==> src/rtl/id_hazard_scoreboard.sv <==
//------------------------------------------------------------------------------
// Module  : id_hazard_scoreboard
// Brief   : Per-register RAW/WAW latency scoreboard that stalls ID issue.
// Revision: 1.0 - initial release
//------------------------------------------------------------------------------
`default_nettype none

module id_hazard_scoreboard #(
  parameter int REG_NUM = 32,
  parameter int AW      = 5,
  parameter int MAX_LAT = 3,
  parameter int LAT_W   = $clog2(MAX_LAT + 1)
) (
  input  logic               clk,
  input  logic               rst,
  input  logic               id_valid_i,
  input  logic               rs_read_i,
  input  logic [AW-1:0]      rs_addr_i,
  input  logic               rt_read_i,
  input  logic [AW-1:0]      rt_addr_i,
  input  logic               wreg_i,
  input  logic [AW-1:0]      wd_i,
  input  logic [LAT_W-1:0]   wlat_i,
  input  logic               hilo_read_i,
  input  logic               hilo_write_i,
  input  logic [LAT_W-1:0]   hilo_lat_i,
  input  logic               ex_ready_i,
  input  logic               flush_i,
  output logic               stall_o,
  output logic               issue_o,
  output logic [REG_NUM-1:0] busy_vec_o,
  output logic               hilo_busy_o,
  output logic [31:0]        stall_cnt_o
);

  localparam logic [LAT_W-1:0] c_MAX_LAT = LAT_W'(MAX_LAT);
  localparam logic [AW:0]      c_REG_NUM = (AW + 1)'(REG_NUM);

  logic [LAT_W-1:0]   r_cnt [REG_NUM];
  logic [LAT_W-1:0]   r_hilo_cnt;
  logic [31:0]        r_stall_cnt;

  logic               w_rs_ok, w_rt_ok, w_wd_ok;
  logic [LAT_W-1:0]   w_rs_cnt, w_rt_cnt, w_wd_cnt;
  logic               w_raw_hz, w_waw_hz;
  logic               w_live, w_set_gpr, w_set_hilo;
  logic [LAT_W-1:0]   w_wlat_sat, w_hlat_sat;
  logic [REG_NUM-1:0] w_busy;

  // Index 0 and anything beyond the register file behave as the zero register.
  function automatic logic f_real_reg(input logic [AW-1:0] a);
    return (a != '0) && ({1'b0, a} < c_REG_NUM);
  endfunction

  assign w_rs_ok  = rs_read_i & f_real_reg(rs_addr_i);
  assign w_rt_ok  = rt_read_i & f_real_reg(rt_addr_i);
  assign w_wd_ok  = wreg_i    & f_real_reg(wd_i);
  assign w_rs_cnt = w_rs_ok ? r_cnt[rs_addr_i] : '0;
  assign w_rt_cnt = w_rt_ok ? r_cnt[rt_addr_i] : '0;
  assign w_wd_cnt = w_wd_ok ? r_cnt[wd_i]      : '0;

  assign w_raw_hz = (w_rs_cnt != '0) | (w_rt_cnt != '0) |
                    (hilo_read_i & (r_hilo_cnt != '0));
  // A younger write may issue once it cannot complete before the older one.
  assign w_waw_hz = (w_wd_cnt > wlat_i) | (hilo_write_i & (r_hilo_cnt > hilo_lat_i));

  assign w_live   = rst & id_valid_i & ~flush_i;
  assign stall_o  = w_live & (w_raw_hz | w_waw_hz | ~ex_ready_i);
  assign issue_o  = w_live & ex_ready_i & ~w_raw_hz & ~w_waw_hz;

  assign w_wlat_sat = (wlat_i     > c_MAX_LAT) ? c_MAX_LAT : wlat_i;
  assign w_hlat_sat = (hilo_lat_i > c_MAX_LAT) ? c_MAX_LAT : hilo_lat_i;
  assign w_set_gpr  = issue_o & w_wd_ok;
  assign w_set_hilo = issue_o & hilo_write_i;

  generate
    for (genvar i = 0; i < REG_NUM; i++) begin : g_cnt
      always_ff @(posedge clk) begin
        if (!rst || flush_i) begin
          r_cnt[i] <= '0;
        end else if (ex_ready_i) begin
          if (w_set_gpr && (wd_i == AW'(i)))
            r_cnt[i] <= w_wlat_sat;
          else if (r_cnt[i] != '0)
            r_cnt[i] <= r_cnt[i] - 1'b1;
        end
      end
      assign w_busy[i] = (r_cnt[i] != '0);
    end
  endgenerate

  always_ff @(posedge clk) begin
    if (!rst || flush_i) begin
      r_hilo_cnt <= '0;
    end else if (ex_ready_i) begin
      if (w_set_hilo)
        r_hilo_cnt <= w_hlat_sat;
      else if (r_hilo_cnt != '0)
        r_hilo_cnt <= r_hilo_cnt - 1'b1;
    end
  end

  // Perf counter survives flush; only reset clears it.
  always_ff @(posedge clk) begin
    if (!rst)
      r_stall_cnt <= '0;
    else if (stall_o && (r_stall_cnt != 32'hFFFF_FFFF))
      r_stall_cnt <= r_stall_cnt + 32'd1;
  end

  assign busy_vec_o  = rst ? w_busy : '0;
  assign hilo_busy_o = rst & (r_hilo_cnt != '0);
  assign stall_cnt_o = rst ? r_stall_cnt : 32'd0;

endmodule

`default_nettype wire

==> config.mk <==
export PLATFORM = sky130hd
export DESIGN_NAME = id_hazard_scoreboard
export DESIGN_NICKNAME = d
export VERILOG_FILES = /design/src/rtl/id_hazard_scoreboard.sv
export SDC_FILE = /design/constraint.sdc
export NUM_CORES = 1
export LEC_CHECK = 0
export ABC_CLOCK_PERIOD_IN_PS = 6000
export CAP_MARGIN = 20
export CORE_MARGIN = 3
export CORE_UTILIZATION = 35
export CTS_CLUSTER_DIAMETER = 60
export DETAILED_ROUTE_END_ITERATION = 7
export GPL_ROUTABILITY_DRIVEN = 0
export MAX_ROUTING_LAYER = met4
export PLACE_DENSITY_LB_ADDON = 0.15
export SYNTH_ARGS = -nofsm -noshare
export SYNTH_HDL_FRONTEND = slang
export SYNTH_SLANG_ARGS = --single-unit
==> constraint.sdc <==
create_clock -name clk -period 6 [get_ports clk]
set_input_delay 0.9 -clock clk [delete_from_list [all_inputs] [get_ports clk]]
set_output_delay 0.9 -clock clk [all_outputs]
set_load 0.01 [all_outputs]
==> impl_metrics.yaml, run 1 <==
floorplan:
  die_width_um: 156
  core_area_um2: 22000
  row_count: 54
  dieArea_um2: 24300
  die_h_um: 156
  start_util: 0.358
  ios: 96
worst_hold_path:
  min_path_type: "reg -> reg"
sta:
  setup_viol: 0
  skew_ns: 0.0120
  timing.final.crit_period_ns: 5.83
  slew_violations: 0
  rsz0062_at_grt: "no"
  worst_pin_slew_ns: 1.13
  max_slew_margin: 0.245
  fin_ws_ns: 0.169
  fmax_mhz: 171
  hold_viol: 0
  finalSetupTns_ns: 0
  period_share: 0.972
placement:
  post-place-ws_ns: 0.0951
  dp_hpwl_um: 17200
  port_buffers: 95
yosys:
  synthArstFlopShare: 0
  yosysTopAreaCell: "edfxtp_1"
  yosysWarningCount: 0
  synthesis.nets: 915
  synth.distinct_cells: 57
  synth_edf_count: 64
  synthFlopType: "edfxtp_1"
  yosys-top-cells-area: "edfxtp_1, mux2_2, dfxtp_1, mux4_2, ha_1"
  ys_seq_elements: 98
  syn_area_per_cell_um2: 9.26
  netlist.area_leader.share: 0.245
  syn_area_um2: 7850
  synth_cells: 848
  yosysSeqAreaShare: 0.331
layout:
  multi_input_area_um2: 4690
  regArea_um2: 2600
  antenna_cells: 0
  nets: 984
  area_growth_pct: 19.6
  fillCellCount: 2166
  final_cell_mix: "clkdlybuf4s50_1, nor3_1, nor2_1, inv_1, mux2_2"
  final_common_cell: "clkdlybuf4s50_1"
  drive_gt1_frac: 0.189
grt:
  grt.overflow.total: 0
  grt_start_max_net_pins: 62
  antenna_found_initial: 0
  grt_use_total: 0.203
  grt_pass1_vias: 6605
  grt_pass1_wl_um: 37600
clock_network:
  cts_buffers: 9
  postCtsHoldBufs: 0
  cts_tree: "built"
  htree_levels: 3
  clkTransAtPathRegs_ns: 0.07
  cts_root_buf: "clkbuf_16"
  clockBufferDepth: 2
  clock-sinks: 98
  insertion_delay_ns: 0.36
detailed_routing:
  drc_errors: 0
  drtPass1Iterations: 5
  totalWireLength_um: 23600
  drtIter0Drc: 440
  avgRoutedWirePerCell_um: 19.6
  viasPerCell: 5.56
  antenna_left: 0
  num_vias: 6683
critical_path:
  required_ns: 5.10
  crit_fanout: 23
  critPathLaunchType: "primary input"
  arrival_ns: 4.93
  cp-end-kind: "primary output"
  worstSetupPathType: "in -> out"
power:
  p_leak_nw: 3.45
  power.density_nw_per_um2: 197
  ir_worst_vdd_mv: 0.140
flow_run:
  drv_cap: 0
outcome:
  status: "complete, no violations"
[logic make-up (layout without fill, tap and decap cells)]
logic type	Yosys count	in the layout	synth area share
compound gates	104	104	0.0891
simple gates	362	362	0.256
mux	108	108	0.188
buf+inv	138	212	0.0743
fa+ha+maj	38	38	0.0606
flops	98	98	0.331
[sequential cells by signal, indices dropped and copies added, names as in the netlist]
signal,flops
r_cnt,64
r_stall_cnt,32
r_hilo_cnt,2
[worst max-delay path, cell delays in order]
cell and delay [ns]:
clkdlybuf4s50_1 0.50, buf_12 0.19, mux4_2 0.52, mux4_2 0.49, nand2b_1 0.16, o211a_1 0.14
ha_1 0.28, nor2b_1 0.14, o21ai_1 0.19, nand3_1 0.10, a31o_2 0.26, a211oi_4 0.35
and2_1 0.18, clkdlybuf4s50_1 0.53
[repair_timing]
item                       in CTS  in global routing
resized for setup               0                  1
setup buffers                   0                  1
setup endpoints to repair       0                  2
[synth_stat cells, drive strengths merged, types with 2 or more instances]
cell	number
mux2i	7
o311a	2
o31ai	7
mux4	24
nand2b	4
and3	10
nand3	51
and2	36
nor4	6
mux2	77
o211ai	2
a31oi	32
a2111oi	2
clkbuf	39
a21oi	13
ha	38
edfxtp	64
o211a	2
nor2b	9
or3	11
o2111ai	2
a31o	2
nand2	27
nor3b	13
nor3	88
dfxtp	34
a211oi	4
and4	5
nor4b	3
a2bb2oi	2
a22o	2
inv	80
nor2	81
nand4	13
buf	18
o21ai	24
[area by class of cell]
class                   count  share of cell area
well taps                 280              0.0373
inverters                  81              0.0329
flip-flops and latches     98               0.277
clock buffers              11              0.0249
clock inverters             5             0.00493
multi-input cells         612               0.500
repair buffers            115               0.123
[through the flow]
step	total power, mW	hold WS, ns	cell area [µm²]	util	instances
floorplan	1.10	0.424	7850	-	848
global placement	1.28	0.450	9070	0.413	1183
detailed placement	1.28	0.455	9080	0.413	1184
CTS	1.86	0.465	9360	0.426	1200
global route	1.94	0.488	9390	0.428	1202
finish	1.85	0.467	9390	0.428	1202
[final timing paths]
path                                startpoint                            to  slack, ns  depth (start not counted)
hold / removal    r_stall_cnt[31]$_SDFFE_PN0P_  r_stall_cnt[31]$_SDFFE_PN0P_       0.47                          1
setup reg to reg        r_cnt[30][1]$_DFFE_PP_  r_stall_cnt[19]$_SDFFE_PN0P_       1.92                         14
setup / recovery                       wd_i[0]                       issue_o       0.17                         14
hold reg to reg   r_stall_cnt[31]$_SDFFE_PN0P_  r_stall_cnt[31]$_SDFFE_PN0P_       0.47                          1
[power by group]
group / switching, mW / internal (mW) / total [mW]
logic: 0.243 / 0.201 / 0.445
registers: 0.0572 / 0.769 / 0.826
clock network: 0.289 / 0.292 / 0.581
total: 0.590 / 1.26 / 1.85
[layer usage]
layer,share of wire,GRT usage,vias up,wire length [µm]
met3,0.055,0.0247,18,1310
met5,0,-,-,0
li1,-,-,3264,-
met1,0.46,0.279,3199,10900
met2,0.47,0.323,202,11100
met4,0.011,0.0408,0,257
(Power assumes the default switching activity.)
==> inputs of run 2 (changes only) <==
- RECOVER_POWER: not set -> 25
==> impl_metrics.yaml, run 2 (synthesis results as in run 1) <==
sta:
  timing.final.crit_period_ns: 5.84
  fmax_mhz: 171
  hold_viol: 0
  holdWs_ns: 0.463
  period_share: 0.974
  skew_ns: 0.0112
  fin_ws_ns: 0.155
  slew_violations: 40
  rsz0062_at_grt: "no"
  finalSetupTns_ns: 0
  max_slew_margin: -0.469
  setup_viol: 0
  worst_pin_slew_ns: 2.20
layout:
  fillCellCount: 2173
  fin_cells: 1202
  nets: 984
  final_common_cell: "nor3_1"
  top_register: "r_cnt"
  area_growth_pct: 19.0
  drive_gt1_frac: 0.185
  final_cell_mix: "nor3_1, nor2_1, inv_1, mux2_2, clkdlybuf4s50_1"
  reg_top3: "r_cnt: 64 flops, r_stall_cnt: 32 flops, r_hilo_cnt: 2 flops"
  design_area_um2: 9350
  antenna_cells: 0
  multi_input_area_um2: 4690
  largest_reg_flops: 64
  regArea_um2: 2600
detailed_routing:
  drtPass1Iterations: 4
  totalWireLength_um: 23700
  drc_errors: 0
  drtIter0Drc: 435
  num_vias: 6735
  antenna_left: 0
  avgRoutedWirePerCell_um: 19.7
  viasPerCell: 5.60
clock_network:
  clock-sinks: 98
  htree_levels: 3
  cts_buffers: 9
  insertion_delay_ns: 0.36
  clockBufferDepth: 2
  cts_root_buf: "clkbuf_16"
  cts_tree: "built"
  clkTransAtPathRegs_ns: 0.07
floorplan:
  start_util: 0.358
  core_area_um2: 22000
  die_width_um: 156
  die_h_um: 156
  dieArea_um2: 24300
  row_count: 54
  ios: 96
outcome:
  status: "finished, violations left"
  violations: "max-capacitance violations, max-slew violations"
critical_path:
  r2r_cells: 14
  path_cells: "clkdlybuf4s50_1, buf_12, mux4_2, mux4_2, nand2b_1, o211a_1, ha_1, nor2b_1, o21ai_1, nand3_1, a31o_2, a211oi_4, and2_1, clkdlybuf4s50_1"
  critPathMaxStageDelay_ns: 0.53
  crit_fanout: 23
  required_ns: 5.10
  critPathLaunchType: "primary input"
  worstSetupPathType: "in -> out"
  cp-end-kind: "primary output"
  ff2ff_setup_slack_ns: 1.91
  crit_path_top_delay_cell: "clkdlybuf4s50_1"
  rr_startpoint: "r_cnt[30][1]$_DFFE_PP_"
  rr_endpoint: "r_stall_cnt[19]$_SDFFE_PN0P_"
  arrival_ns: 4.94
grt:
  antenna_found_initial: 0
  grt_pass1_vias: 6605
  grt_use_total: 0.203
  grt.overflow.total: 0
  grt_start_max_net_pins: 62
  grt_pass1_wl_um: 37600
power:
  p_leak_nw: 3.46
  power.density_nw_per_um2: 197
  ir_worst_vdd_mv: 0.141
flow_run:
  drv_cap: 1
placement:
  dpl_cell_area_um2: 9080
  placedCellCount: 1184
  port_buffers: 95
  dp_hpwl_um: 17200
  post-place-ws_ns: 0.0951
worst_hold_path:
  holdPathStages: 1
  hold_start: "r_stall_cnt[31]$_SDFFE_PN0P_"
  min_path_type: "reg -> reg"
  timing.hold.worst_endpoint: "r_stall_cnt[31]$_SDFFE_PN0P_"
run 2: cell types whose count changed in the layout (fill, tap and decap cells not counted), moves of 25 or more:
cell | previous run | this run
clkdlybuf4s50_1 | 95 | 70
and2_0 | 0 | 27
and2_1 | 36 | 9
dlygate4sd3_1 | 0 | 25
run 2: what timing repair did:
action | 4_1_cts | 5_1_grt
resized for setup | 0 | 1
hold buffers | 0 | 0
hold endpoints to repair | 0 | 0
setup endpoints to repair | 0 | 2
buffers inserted | 0 | 1
run 2: cell type report:
type / count / area share
clock buffer: 11 / 0.0250
timing repair buffer: 115 / 0.119
inverter: 81 / 0.0331
tap: 280 / 0.0375
clock inverter: 5 / 0.00495
multi-input combinational: 612 / 0.502
sequential: 98 / 0.278
run 2: power by group:
group | internal (mW) | switching (mW)
Combinational | 0.194 | 0.243
Sequential | 0.769 | 0.0574
Clock | 0.292 | 0.289
run 2: how the worst max path moves through the flow:
stage	startpoint	to	slack, ns	cells after the start
after floorplan	wd_i[0]	issue_o	0.58	15
after global placement	wd_i[0]	issue_o	0.12	14
after detailed placement	wd_i[0]	issue_o	0.1	14
after CTS	wd_i[0]	issue_o	0.08	14
after global routing	wd_i[0]	stall_o	0.01	15
final	wd_i[0]	issue_o	0.16	14
run 2: per-stage QoR:
| step | utilization | power (mW) |
|---|---|---|
| after global routing | 0.426 | 1.93 |
| after floorplan | - | 1.10 |
| after detailed placement | 0.413 | 1.28 |
| after global placement | 0.413 | 1.28 |
| final | 0.426 | 1.84 |
| after CTS | 0.426 | 1.86 |
run 2: worst max-delay path: cells and delay by family:
kind,cells,cell delay (ns)
buffers and inverters,3,1.22
AOI/OAI and AO/OA,4,0.95
adders and majority gates,1,0.28
and+or+nand+nor,4,0.58
muxes,2,1.01
run 2: metal layers:
metal,vias to the layer above,global-route usage,part of all wire
met4,0,0.0408,0.012
met3,21,0.0247,0.050
met1,3269,0.279,0.47
met5,-,-,0
li1,3259,-,-
met2,186,0.323,0.47
==> inputs of run 3 (changes only) <==
- CORE_MARGIN: 3 -> 5
- SLEW_MARGIN: not set -> 25
==> impl_metrics.yaml, run 3 (synthesis results as in run 1) <==
floorplan:
  start_util: 0.358
  die_h_um: 160
  die_width_um: 160
  row_count: 54
  dieArea_um2: 25500
  core_area_um2: 22000
  ios: 96
layout:
  fin_cells: 1201
  top_register: "r_cnt"
  multi_input_area_um2: 4700
  regArea_um2: 2600
  antenna_cells: 0
  nets: 983
  largest_reg_flops: 64
  area_growth_pct: 19.6
  final_cell_mix: "nor3_1, nor2_1, inv_1, mux2_2, edfxtp_1"
  drive_gt1_frac: 0.189
  final_common_cell: "nor3_1"
  fillCellCount: 2200
  reg_top3: "r_cnt: 64 flops, r_stall_cnt: 32 flops, r_hilo_cnt: 2 flops"
  design_area_um2: 9390
outcome:
  violations: "max-capacitance violations, max-slew violations"
  status: "finished, violations left"
critical_path:
  required_ns: 5.10
  critPathLaunchType: "primary input"
  crit_fanout: 13
  cp-end-kind: "primary output"
  worstSetupPathType: "in -> out"
  arrival_ns: 4.91
sta:
  period_share: 0.969
  fin_ws_ns: 0.186
  rsz0062_at_grt: "no"
  finalSetupTns_ns: 0
  fmax_mhz: 172
  worst_pin_slew_ns: 2.16
  hold_viol: 0
  skew_ns: 0.0184
  setup_viol: 0
  max_slew_margin: -0.441
  timing.final.crit_period_ns: 5.81
  slew_violations: 91
grt:
  grt.overflow.total: 0
  use_met2: 0.301
  antenna_found_initial: 0
  grt.busiest_layer: "met2"
  grt_use_total: 0.190
  grt_pass1_vias: 6784
  use_met3: 0.0294
  grt_start_max_net_pins: 51
  grt.met1_usage: 0.254
  grt_pass1_wl_um: 37900
detailed_routing:
  drtIter0Drc: 403
  antenna_left: 0
  viasPerCell: 5.64
  drtPass1Iterations: 4
  num_vias: 6777
  avgRoutedWirePerCell_um: 19.6
  totalWireLength_um: 23600
  drc_errors: 0
power:
  p_leak_nw: 3.55
  power.density_nw_per_um2: 200
  ir_worst_vdd_mv: 0.140
flow_run:
  drv_cap: 2
clock_network:
  cts_root_buf: "clkbuf_16"
  postCtsHoldBufs: 0
  clkTransAtPathRegs_ns: 0.08
  cts_tree: "built"
  clock-sinks: 98
  cts_buffers: 9
  insertion_delay_ns: 0.37
  htree_levels: 3
  clockBufferDepth: 2
placement:
  port_buffers: 95
  post-place-ws_ns: 0.105
  placedCellCount: 1184
  dpl_cell_area_um2: 9070
  dp_hpwl_um: 17500
worst_hold_path:
  min_path_type: "reg -> reg"
run 3: metal layers:
layer	vias to the layer above	share of wire
met5	-	0
met4	0	0.019
met2	206	0.47
met1	3289	0.46
met3	31	0.052
li1	3251	-
run 3: final cells by class:
class / instances / area share
clock buffer: 11 / 0.0281
clock inverter: 5 / 0.00547
inverter: 81 / 0.0329
multi-input combinational: 612 / 0.501
sequential: 98 / 0.277
tap: 280 / 0.0373
timing repair buffer: 114 / 0.118
run 3: path summary, 6_finish.rpt:
kind | start | end | slack (ns) | cells after the start
worst max-delay path | wd_i[0] | issue_o | 0.19 | 15
worst min-delay path | r_stall_cnt[31]$_SDFFE_PN0P_ | r_stall_cnt[31]$_SDFFE_PN0P_ | 0.47 | 1
worst max register to register | r_cnt[30][1]$_DFFE_PP_ | r_cnt[18][1]$_DFFE_PP_ | 1.82 | 12
worst min register to register | r_stall_cnt[31]$_SDFFE_PN0P_ | r_stall_cnt[31]$_SDFFE_PN0P_ | 0.47 | 1
run 3: metrics by stage:
stage,hold WS [ns],power (mW),util
2_1_floorplan,0.424,1.10,-
3_3_place_gp,0.450,1.28,0.413
3_5_place_dp,0.450,1.28,0.413
4_1_cts,0.464,1.91,0.427
5_1_grt,0.520,1.98,0.427
6_report,0.471,1.88,0.427
run 3: report_power, final:
| group | internal, mW | leakage [nW] | switching, mW |
|---|---|---|---|
| clock | 0.328 | 0.155 | 0.292 |
| sequential | 0.769 | 0.984 | 0.0560 |
| combinational | 0.194 | 2.41 | 0.244 |
run 3: timing repair:
| item | 4_1_cts | 5_1_grt |
|---|---|---|
| endpoints found under the setup margin | 0 | 2 |
| gates resized for setup | 0 | 1 |
| setup buffers | 0 | 1 |
run 3: worst max-delay path, stage by stage:
cell             delay [ns]
clkdlybuf4s50_1        0.50
buf_12                 0.17
mux4_2                 0.51
mux4_2                 0.48
nand2b_1               0.16
o211a_1                0.14
ha_1                   0.28
nor2b_1                0.13
o21ai_1                0.21
nand3_1                0.11
a31o_2                 0.26
a211oi_4               0.20
buf_4                  0.19
and2_1                 0.13
clkdlybuf4s50_1        0.53
